`config.mk`:
```
export PLATFORM = sky130hd
export DESIGN_NAME = hc_csr
export DESIGN_NICKNAME = d
export VERILOG_FILES = /design/src/rtl/hc_pkg.sv /design/src/rtl/hc_csr_ctrl.sv /design/src/rtl/hc_csr.sv
export SDC_FILE = /design/constraint.sdc
export NUM_CORES = 1
export LEC_CHECK = 0
export ABC_AREA = 1
export CORE_AREA = 2 2 344 346
export CTS_CLUSTER_SIZE = 30
export DETAILED_ROUTE_END_ITERATION = 6
export DIE_AREA = 0 0 346 348
export MAX_ROUTING_LAYER = met4
export PLACE_DENSITY = 0.45
export REMOVE_ABC_BUFFERS = 1
export SYNTH_ARGS = -nofsm -noshare
export SYNTH_HDL_FRONTEND = slang
export SYNTH_HIERARCHICAL = 1
export SYNTH_SLANG_ARGS = --single-unit
```
`constraint.sdc`:
```
create_clock -name clk -period 2.6 [get_ports clk]
set_clock_uncertainty 0.2 [all_clocks]
set_input_delay 0.78 -clock clk [delete_from_list [all_inputs] [get_ports clk]]
set_output_delay 0.78 -clock clk [all_outputs]
set_load 0.02 [all_outputs]
```
`src/rtl/hc_pkg.sv`:
```
// Shared types, register map and decode helpers for the HardCloud MMIO CSR block.
package hc_pkg;

  localparam int HC_NUM_BUFFERS = 2;

  typedef logic [17:0] t_hc_byte_addr;

  typedef struct packed {
    logic [15:0] address;
    logic [1:0]  length;
    logic        rsvd;
    logic [8:0]  tid;
  } t_ccip_c0_ReqMmioHdr;

  typedef struct packed {
    logic [8:0] tid;
  } t_ccip_c2_RspMmioHdr;

  typedef struct packed {
    t_ccip_c0_ReqMmioHdr hdr;
    logic [511:0]        data;
    logic                rspValid;
    logic                mmioRdValid;
    logic                mmioWrValid;
  } t_if_ccip_c0_Rx;

  typedef struct packed {
    t_ccip_c2_RspMmioHdr hdr;
    logic                mmioRdValid;
    logic [63:0]         data;
  } t_if_ccip_c2_Tx;

  typedef struct packed {
    logic [63:0] address;
    logic [31:0] size;
  } t_hc_buffer;

  typedef enum logic [1:0] {
    S_CSR_RESET = 2'd0,
    S_CSR_IDLE  = 2'd1,
    S_CSR_RUN   = 2'd2,
    S_CSR_DONE  = 2'd3
  } t_csr_state;

  localparam logic [31:0] HC_CTL_ASSERT_RST   = 32'd0;
  localparam logic [31:0] HC_CTL_DEASSERT_RST = 32'd1;
  localparam logic [31:0] HC_CTL_START        = 32'd3;
  localparam logic [31:0] HC_CTL_STOP         = 32'd7;

  // AFU type 1 in [63:60], end-of-list in bit 40
  localparam logic [63:0] HC_AFU_DFH = 64'h1000_0100_0000_0000;

  localparam t_hc_byte_addr HC_DFH_OFF      = 18'h000;
  localparam t_hc_byte_addr HC_AFU_ID_L_OFF = 18'h008;
  localparam t_hc_byte_addr HC_AFU_ID_H_OFF = 18'h010;
  localparam t_hc_byte_addr HC_DSM_OFF      = 18'h110;
  localparam t_hc_byte_addr HC_CTL_OFF      = 18'h118;
  localparam t_hc_byte_addr HC_BUF_BASE     = 18'h120;
  localparam t_hc_byte_addr HC_MMIO_LIMIT   = 18'h400;

  function automatic logic [13:0] hc_buffer_index(input t_hc_byte_addr b);
    t_hc_byte_addr off;
    off = b - HC_BUF_BASE;
    return 14'(off >> 4);
  endfunction

  function automatic logic hc_buf_addr_sel(input t_hc_byte_addr b, input int i);
    return (b >= HC_BUF_BASE) && (b < HC_MMIO_LIMIT) && (b[3:0] == 4'h0) &&
           (hc_buffer_index(b) == 14'(i));
  endfunction

  function automatic logic hc_buf_size_sel(input t_hc_byte_addr b, input int i);
    return (b >= HC_BUF_BASE) && (b < HC_MMIO_LIMIT) && (b[3:0] == 4'h8) &&
           (hc_buffer_index(b) == 14'(i));
  endfunction

endpackage

```
`src/rtl/hc_csr_ctrl.sv`:
```
// Run-control FSM: turns host control-word writes and hc_done into user reset/start/running.
module hc_csr_ctrl
  import hc_pkg::*;
(
  input  logic        clk,
  input  logic        rst_n,
  input  logic        cmd_vld_i,
  input  logic [31:0] cmd_i,
  input  logic        done_i,
  output t_csr_state  state_o,
  output logic        start_o,
  output logic        running_o,
  output logic        user_rst_n_o
);

  t_csr_state state_q, state_d;
  logic       start_q, start_d;

  always_ff @(posedge clk or negedge rst_n) begin
    if (!rst_n) begin
      state_q <= S_CSR_RESET;
      start_q <= 1'b0;
    end else begin
      state_q <= state_d;
      start_q <= start_d;
    end
  end

  always_comb begin
    state_d = state_q;
    // ASSERT_RST wins over everything, including hc_done
    if (cmd_vld_i && cmd_i == HC_CTL_ASSERT_RST) begin
      state_d = S_CSR_RESET;
    end else begin
      case (state_q)
        S_CSR_RESET: if (cmd_vld_i && cmd_i == HC_CTL_DEASSERT_RST) state_d = S_CSR_IDLE;
        S_CSR_IDLE:  if (cmd_vld_i && cmd_i == HC_CTL_START)        state_d = S_CSR_RUN;
        S_CSR_RUN:   if ((cmd_vld_i && cmd_i == HC_CTL_STOP) || done_i) state_d = S_CSR_DONE;
        S_CSR_DONE:  if (cmd_vld_i && cmd_i == HC_CTL_START)        state_d = S_CSR_RUN;
        default:     state_d = S_CSR_RESET;
      endcase
    end
    start_d = (state_d == S_CSR_RUN) && (state_q != S_CSR_RUN);
  end

  always_comb begin
    state_o      = state_q;
    start_o      = start_q;
    running_o    = (state_q == S_CSR_RUN);
    user_rst_n_o = (state_q != S_CSR_RESET);
  end

endmodule

```
`src/rtl/hc_csr.sv`:
```
// HardCloud MMIO CSR file: write decode, config registers, one-cycle read response.
module hc_csr
  import hc_pkg::*;
#(
  parameter int          HC_BUFFER_SIZE = HC_NUM_BUFFERS,
  parameter logic [63:0] AFU_ID_L       = 64'h0,
  parameter logic [63:0] AFU_ID_H       = 64'h0
) (
  input  logic                                 clk,
  input  logic                                 rst_n,
  input  t_if_ccip_c0_Rx                       rx_mmio_channel,
  output t_if_ccip_c2_Tx                       tx_mmio_channel,
  output logic [63:0]                          hc_dsm_base,
  output t_hc_buffer [HC_BUFFER_SIZE-1:0]      hc_buffer,
  output logic                                 hc_user_rst_n,
  output logic                                 hc_start,
  output logic                                 hc_running,
  input  logic                                 hc_done
);

  t_hc_byte_addr                     req_byte;
  logic                              in_map, wr_en, cfg_wr_en;
  logic [63:0]                       wr_data;
  logic [63:0]                       dsm_base_q;
  t_hc_buffer [HC_BUFFER_SIZE-1:0]   buf_q;
  t_if_ccip_c2_Tx                    tx_q, tx_d;
  t_csr_state                        state;
  logic                              unused_rx;

  assign req_byte  = {rx_mmio_channel.hdr.address, 2'b00};
  assign in_map    = (req_byte < HC_MMIO_LIMIT);
  assign wr_data   = rx_mmio_channel.data[63:0];
  assign wr_en     = rx_mmio_channel.mmioWrValid && in_map;
  // Descriptors are frozen while user logic may be consuming them
  assign cfg_wr_en = wr_en && (state != S_CSR_RUN);
  assign unused_rx = ^{rx_mmio_channel.data[511:64], rx_mmio_channel.hdr.length,
                       rx_mmio_channel.hdr.rsvd, rx_mmio_channel.rspValid};

  always_ff @(posedge clk or negedge rst_n) begin
    if (!rst_n) begin
      dsm_base_q <= '0;
      buf_q      <= '0;
    end else if (cfg_wr_en) begin
      if (req_byte == HC_DSM_OFF) dsm_base_q <= wr_data;
      for (int i = 0; i < HC_BUFFER_SIZE; i++) begin
        if (hc_buf_addr_sel(req_byte, i)) buf_q[i].address <= wr_data;
        if (hc_buf_size_sel(req_byte, i)) buf_q[i].size    <= wr_data[31:0];
      end
    end
  end

  hc_csr_ctrl u_ctrl (
    .clk          (clk),
    .rst_n        (rst_n),
    .cmd_vld_i    (wr_en && req_byte == HC_CTL_OFF),
    .cmd_i        (wr_data[31:0]),
    .done_i       (hc_done),
    .state_o      (state),
    .start_o      (hc_start),
    .running_o    (hc_running),
    .user_rst_n_o (hc_user_rst_n)
  );

  always_comb begin
    tx_d             = '0;
    tx_d.mmioRdValid = rx_mmio_channel.mmioRdValid;
    tx_d.hdr.tid     = rx_mmio_channel.hdr.tid;
    if (rx_mmio_channel.mmioRdValid && in_map) begin
      case (req_byte)
        HC_DFH_OFF:      tx_d.data = HC_AFU_DFH;
        HC_AFU_ID_L_OFF: tx_d.data = AFU_ID_L;
        HC_AFU_ID_H_OFF: tx_d.data = AFU_ID_H;
        HC_DSM_OFF:      tx_d.data = dsm_base_q;
        HC_CTL_OFF:      tx_d.data = {60'h0, hc_done, hc_running, state};
        default: begin
          for (int i = 0; i < HC_BUFFER_SIZE; i++) begin
            if (hc_buf_addr_sel(req_byte, i)) tx_d.data = buf_q[i].address;
            if (hc_buf_size_sel(req_byte, i)) tx_d.data = {32'h0, buf_q[i].size};
          end
        end
      endcase
    end
  end

  always_ff @(posedge clk or negedge rst_n) begin
    if (!rst_n) tx_q <= '0;
    else        tx_q <= tx_d;
  end

  assign tx_mmio_channel = tx_q;
  assign hc_dsm_base     = dsm_base_q;
  assign hc_buffer       = buf_q;

endmodule

```
# [Yosys cells after proc, flatten, opt, wreduce, memory -nomap -nowiden]
# Cells that the tools add are included.
[classes] n_addsub=1 magnitude_cmp=2 n_eq_ne=14 muxes=11 n_reduce_logical=30
[op_table] operator="$mux W64" count=5
[op_table] operator="$pmux W64 S4" count=1
[op_table] operator="$eq A16 B7 Y1 const B" count=2
[op_table] operator="$eq A32 B1 Y1 const B" count=1
[op_table] operator="$eq A32 B2 Y1 const B" count=1
[op_table] operator="$eq A32 B3 Y1 const B" count=1
[op_table] operator="$logic_not A32 Y1" count=1
[op_table] operator="$ge A18 B9 Y1 const B" count=1
[op_table] operator="$logic_not A18 Y1" count=1
[op_table] operator="$lt A18 B11 Y1 const B" count=1
[op_table] operator="$sub A18 B9 Y18 const B" count=1
[op_table] operator="$eq A16 B2 Y1 const B" count=1
[op_table] operator="$eq A16 B3 Y1 const B" count=1
[op_table] operator="$logic_and A1 B1 Y1" count=16
[op_table] operator="$eq A14 B1 Y1 const B" count=1
[op_table] operator="$logic_not A14 Y1" count=1
[op_table] operator="$reduce_and A2 Y1" count=5
[op_table] operator="$eq A2 B2 Y1 const B" count=4
[op_table] operator="$mux W2" count=4
[op_table] operator="$pmux W2 S3" count=1
[op_table] operator="$logic_not A4 Y1" count=1
[op_table] operator="$reduce_or A2 Y1" count=2
[op_table] operator="$eq A2 B1 Y1 const B" count=1
[op_table] operator="$logic_not A2 Y1" count=1
[op_table] operator="other kinds (3)" count=3
[totals] ff_bits=333 out_inout_bits=333

# [Depth between registers and ports, before layout]
# Gate-level depths: netlist of run 1.
[depth] ltp_word=10 ltp_mapped=17 mapped_depth_nobuf=16

# [Hierarchy]
# Netlist of run 1, hierarchy kept.
[modules_own_cells] mod="hc_csr" instances=1 cells_per_inst=1902 area_each_um2=15205.8 seq_area_each_um2=8257.9
[modules_own_cells] mod="hc_csr_ctrl" instances=1 cells_per_inst=87 area_each_um2=414.1 seq_area_each_um2=75.1

# [Least setup slack after synthesis of run 1]
# No wires, ideal clock.
[synth_timing] path_type="input to register" start="in rx_mmio_channel[530] (netlist name)" end="reg buf_q, in the netlist hc_buffer[175]" arrival_time_ps=2436 required_ps=2279 slack_ps=-157 path_stages=17 n_path_buf=2 path_cell_list="inv_2 -> ha_1 -> nand2_2 -> nand2_2 -> nand2_1 -> nand2_1 -> nand2_1 -> nor2_1 -> nand2_1 -> nor2_4 -> nand3_4 -> inv_2 -> nand2_2 -> buf_4 -> buf_2 -> nand2_1 -> o21ai_1"
[synth_via] elab_chain_len=5 elab_cells_between_ends=10 cone_classes="add/sub (1); order compare (2); eq/ne (1); reduce/logical (6)"
[synth_lines] element="start: declaration" line_no="hc_csr.sv:11" source="input t_if_ccip_c0_Rx rx_mmio_channel,"
[synth_lines] element="branches (longest 4 deep; another with $sub A18 B9 Y18)"
[synth_lines] element="$reduce_and A2 Y1 (no line) *"
[synth_lines] element="end: declaration" line_no="hc_csr.sv:25" source="t_hc_buffer [HC_BUFFER_SIZE-1:0] buf_q;"
# Mark *: on every way between the ends.
# A chain may end at the register's enable or synchronous reset.

# [Worst setup path in the final report of run 1]
[layout_timing] start="reg tx_q, in the netlist tx_mmio_channel[49]" end="out tx_mmio_channel[49] (netlist name)"
[layout_lines] element="start: declaration" line_no="hc_csr.sv:26" source="t_if_ccip_c2_Tx tx_q, tx_d;"
[layout_lines] element="start signal: assignment" line_no="hc_csr.sv:87" source="else tx_q <= tx_d;"
[layout_lines] element="end: declaration" line_no="hc_csr.sv:12" source="output t_if_ccip_c2_Tx tx_mmio_channel,"
# No word-level cell between the ends.

==> metrics, run 1 <==
initial drt markers 866; Max clock buf depth 3; largest delay contributor family on the critical path buffers and inverters; worst path cell trace clkdlybuf4s50_1; GP Congestion 0.828; Critical Path RT 1.62 ns; DR vias/cell 3.83; DIE AREA 120000 um2; Port Buffer Count 426; clock buffer count from CTS 45; Fin. Hold Viols 0; core area 117000 um2; antenna-violating nets left 0; largest net degree at the start of global routing 72; Buf+Inv Stages, Crit Path 1; ys async rst share 100%; Final setup viols 0; FMAX 395 MHz; latest clock arrival within the worst-skew pair 0.64 ns; minimum clock period 2.53 ns; Min Hold Slack 0.307 ns; Die Width 346 um; Reg clk slew, reported paths 0.06 ns; post-synth cell types 28; Die H 348 um; Critical Path Start Type register; Synth Flop Type dfrtp_1; final worst path period share 97.3%; CTS tree built; Slew headroom 64.8%; total number of vias 15771; vias in the first global route 15420; Synth Warn # 6; post-DP HPWL 63200 um; max-slew violation count 0; Max-cap violations 0; GRT overflow 0; Worst path slowest cell clkdlybuf4s50_1; Routed WL 85500 um; CP Max Fanout 1; drc violations 0; IO Count 879; TritonCTS Sinks 333; cell count after synthesis 1989; peak supply drop 0.000494 V; layout cell share with drive strength beyond 1 14.0%; Cell Area, Synth 15600 um2; Yosys reg bits 333; Power Density 501 nW/um2; Post-synth EDFFs 0; Avg WL per Cell 20.7 um; Leak 13.1 nW; RSZ-0062 raised after global routing yes; Layout fillers 13087; initial cell density of the core 13.4%; setup TNS 0 ns; Initial DRT Pass Iterations 6; Crit Path Category reg2out; Global Route Usage Sum 14.2%; worst slew pin tran 0.531 ns; Syn Area/Cell 7.85 um2; CTS H-tree lvls 2; crit path capture type output port; largest stage delay on the critical path 0.60 ns; row count 126; Net count, final 3087; antenna violations before repair 20; Hold WC Path Type reg2reg; root buffer cell clkbuf_16; first-pass GRT wire length 119000 um; outcome completed; Critical Path AT 1.55 ns; register area share after synthesis 53.3%; area grow syn2layout 59.8%
metal layers:
metal  GRT usage, %  up-vias  wire (um)
li1               -     7433          -
met3           5.26      101       8880
met4           3.26        0       1840
met1           18.5     7577      38100
met5              -        -          0
met2           20.9      660      36700
where the power goes:
part	switching [mW]	internal, mW
sequential	0.00315	5.19
combinational	0.361	0.249
clock	2.65	4.04
total	3.02	9.48
state kept, by name, indices dropped and copies added, names as in the netlist:
name and count:
tx_mmio_channel 74, hc_buffer 192, hc_dsm_base 64, u_ctrl/state_o 2, u_ctrl/start_o 1
Yosys cell counts, drive strengths merged, types with 6 or more instances:
cell	number	area share [%]
buf	67	2.7
nand4	93	3.8
a21oi	64	2.1
nor3	6	0.19
clkbuf	54	1.3
nor2	68	1.9
o21ai	265	8.5
nand3	80	2.7
inv	272	6.5
nand2	678	16
dfrtp	333	53
per-stage QoR:
step | utilization [%] | cells | total power, mW | setup WS, ns | cell area, um2
after global routing | 21.3 | 4119 | 13.0 | -0.0158 | 25000
final | 21.3 | 4120 | 12.5 | 0.0713 | 25000
after global placement | 19.8 | 3997 | 5.90 | -1.21 | 23100
after floorplan | - | 1868 | 5.42 | -2.88 | 15000
after detailed placement | 19.8 | 3997 | 5.90 | -1.22 | 23100
after CTS | 21.0 | 4096 | 12.7 | -0.00826 | 24600
layout by cell type, fill, tap and decap left out, types with 6 or more instances in the layout:
| cell type | instances |
|---|---|
| clkinv_2 | 6 |
| dlymetal6s2s_1 | 15 |
| nand3_1 | 73 |
| o21ai_0 | 94 |
| dfrtp_1 | 333 |
| nand2_2 | 9 |
| buf_6 | 8 |
| nor2_4 | 8 |
| clkbuf_16 | 48 |
| a21oi_1 | 53 |
| nor2_2 | 6 |
| a21oi_2 | 11 |
| o21ai_1 | 170 |
| clkdlybuf4s50_1 | 96 |
| inv_2 | 10 |
| inv_1 | 256 |
| clkbuf_2 | 7 |
| clkbuf_1 | 8 |
| buf_4 | 135 |
| nand2_1 | 663 |
| dlygate4sd2_1 | 298 |
| clkbuf_8 | 15 |
| diode_2 | 9 |
| nand4_1 | 91 |
| nor2_1 | 54 |
| buf_12 | 54 |
kinds of logic (layout without fill, tap and decap cells):
family,Yosys count,in the layout,synth area share (%)
AND/OR/NAND/NOR,931,931,25.3
buffers and inverters,393,979,10.6
flip-flops,333,333,53.3
AO/OA/AOI/OAI,330,330,10.6
adder cells (fa/ha/maj),2,2,0.160
other,0,9,0
final cells by class:
cell class / instances / area, um2 / area share, %
Timing Repair Buffer: 624 / 6160 / 24.7
Antenna cell: 9 / 22.5 / 0.0903
Clock buffer: 68 / 1360 / 5.46
Sequential cell: 333 / 8330 / 33.4
Tap cell: 1536 / 1920 / 7.70
Inverter: 272 / 1040 / 4.18
Clock inverter: 15 / 236 / 0.948
Multi-Input combinational cell: 1263 / 5880 / 23.6
path summary, 6_finish.rpt:
path / from / endpoint / slack [ns] / depth (start not counted)
setup / recovery: tx_mmio_channel[49] / tx_mmio_channel[49] / 0.07 / 1
hold / removal: hc_dsm_base[25] / hc_dsm_base[25] / 0.31 / 2
setup reg to reg: u_ctrl/state_o[0] / hc_dsm_base[43] / 0.53 / 7
hold reg to reg: hc_dsm_base[25] / hc_dsm_base[25] / 0.31 / 2
max in group asynchronous: rst_n / tx_mmio_channel[56] / 1.04 / 4
min in group asynchronous: rst_n / hc_dsm_base[14] / 0.38 / 2
repair_timing:
item / CTS / global route
pin swaps: 10 / 24
gates resized for setup: 338 / 73
endpoints found under the setup margin: 620 / 269
hold buffers: 1 / 0
cloned: 1 / 3
buffers inserted: 14 / 12
hold endpoints to repair: 18 / 0
(Power assumes the default switching activity.)
==> inputs of run 2 (changes only) <==
- REMOVE_ABC_BUFFERS: 1 -> unset
- clock period: 2.6 -> 2.51 ns (I/O delays scaled with it)
==> metrics, run 2 (same netlist as run 1, synthesis figures left out) <==
outcome completed; Fin. Hold Viols 0 (unchanged); TritonCTS Sinks 333 (unchanged); crit path capture type register; Pwr Total 12.8 mW (+2.6%); IO Count 879 (unchanged); latest clock arrival within the worst-skew pair 0.61 ns (-0.03 ns); total number of vias 16038 (+1.7%); area grow syn2layout 68.4%; Hold WC Path Type reg2reg; first-pass GRT wire length 127000 um (+6.4%); GRT overflow 0 (unchanged); clock buffer count from CTS 46 (+2.2%); drc violations 0 (unchanged); GP Congestion 0.821 (-0.91%); Critical Path Start Type primary input; Syn Nets 2537; DP Cell Count 3990 (-0.18%); max reg flops 192 (unchanged); Port Buffer Count 426 (unchanged); Net count, final 3138 (+1.7%); root buffer cell clkbuf_16; largest net degree at the start of global routing 53 (-26%); Max clock buf depth 3 (unchanged); Logic pwr share 5.2% (+0.3 points); register area 8330 um2 (about the same); Clk pwr share 52.8% (-0.8 points); DR vias/cell 3.85 (+0.47%); Max-cap violations 0 (unchanged); Crit Path Category in2reg; final worst path period share 99.5%; Global Route Usage Sum 15.3% (+1.1 points); Critical Path RT 2.85 ns (+1.23 ns); Critical Path AT 2.84 ns (+1.29 ns); Finished Core Util 22.5% (+1.2 points); CP Max Fanout 7 (+6); Initial DRT Pass Iterations 5 (-1); most common cell after layout, fill and taps aside nand2_1; Die H 348 um (unchanged); Avg WL per Cell 22.2 um (+6.9%); Finished Cell Area 26300 um2 (+5.4%); initial cell density of the core 13.4% (unchanged); Int Pwr 9.73 mW (+2.6%); post-DP HPWL 61900 um (-2.1%); antenna violations before repair 11 (-45%); FMAX 400 MHz; Setup Slack @ Placement -1.13 ns (+0.0910 ns); antenna-violating nets left 0 (unchanged); layout cell share with drive strength beyond 1 18.0% (+4.0 points); Slew headroom 63.4% (-1.3 points); CTS H-tree lvls 2 (unchanged); vias in the first global route 16093 (+4.4%); Final setup viols 0 (unchanged); core area 117000 um2 (unchanged); max-slew violation count 0 (unchanged); minimum clock period 2.50 ns; RSZ-0062 raised after global routing yes; commonest non-fill, non-tap cells in the layout nand2_1 (634), dfrtp_1 (332), dlygate4sd2_1 (303); setup TNS 0 ns (unchanged); Routed WL 92400 um (+8.2%); Reg clk slew, reported paths 0.05 ns (about the same); Leak 13.5 nW (+3.3%); CTS tree built; peak supply drop 0.000481 V (-2.5%); initial drt markers 1264 (+46%); worst slew pin tran 0.549 ns (+0.0179 ns); sequential share of power 42.0% (+0.4 points); Placed Instance Area 23100 um2 (unchanged); DIE AREA 120000 um2 (unchanged); Power Density 487 nW/um2 (-2.7%); Die Width 346 um (unchanged); Min Hold Slack 0.302 ns (-0.00508 ns); post-route setup slack 0.0130 ns (-0.0583 ns); Psw 3.10 mW (+2.6%); switching power share of the total 24.1% (about the same); Layout fillers 13006 (-0.62%); area occupied by multi-input gates 6060 um2 (+3.0%); Non-Filler Instances 4170 (+1.2%); row count 126 (unchanged)
run 2: final cells by class:
cell class                      count  area share, %
Antenna cell                       11          0.105
Clock inverter                     17          0.766
Tap cell                         1536           7.30
Inverter                          272           4.09
Clock buffer                       64           5.02
Multi-Input combinational cell   1263           23.0
Sequential cell                   333           31.7
Timing Repair Buffer              674           28.0
run 2: path summary, 6_finish.rpt:
check | from | to | cells after the start | slack, ns
setup / recovery | rx_mmio_channel[533] | tx_mmio_channel[13] | 19 | 0.01
hold / removal | hc_dsm_base[58] | hc_dsm_base[58] | 2 | 0.30
setup reg to reg | u_ctrl/state_o[0] | hc_buffer[11] | 8 | 0.51
hold reg to reg | hc_dsm_base[58] | hc_dsm_base[58] | 2 | 0.30
max in group asynchronous | rst_n | hc_dsm_base[17] | 3 | 0.92
min in group asynchronous | rst_n | hc_buffer[15] | 2 | 0.50
run 2: metal layers:
| layer | global-route usage [%] | vias to the layer above | wire [um] |
|---|---|---|---|
| met5 | - | - | 0 |
| met4 | 4.41 | 0 | 2620 |
| met3 | 6.90 | 114 | 10500 |
| met2 | 22.9 | 615 | 40400 |
| met1 | 18.5 | 7748 | 38900 |
| li1 | - | 7561 | - |
run 2: worst max-delay path, stage by stage:
cell             delay (ns)
clkdlybuf4s15_1        0.18
buf_6                  0.16
nand2_8                0.08
buf_4                  0.14
nand2_2                0.07
inv_1                  0.04
nor2_1                 0.10
nand2_2                0.12
nor2_4                 0.22
buf_6                  0.14
nand3_4                0.10
inv_6                  0.09
buf_12                 0.12
buf_12                 0.13
nand2_1                0.05
nand2_1                0.05
inv_1                  0.04
a21oi_1                0.13
buf_4                  0.11
run 2: power groups by stage:
stage | combinational, mW | clock (mW) | sequential (mW)
2_1_floorplan | 0.135 | 0 | 5.49
3_3_place_gp | 0.641 | 0 | 5.48
3_5_place_dp | 0.640 | 0 | 5.48
4_1_cts | 0.660 | 7.01 | 5.38
5_1_grt | 0.736 | 7.17 | 5.38
6_report | 0.669 | 6.77 | 5.38
run 2: what timing repair did:
action / CTS / global route
hold endpoints to repair: 25 / 0
setup endpoints to repair: 644 / 270
hold buffers: 1 / 0
pin swaps: 33 / 46
gates cloned: 26 / 6
gates resized for setup: 475 / 125
buffers inserted: 50 / 14
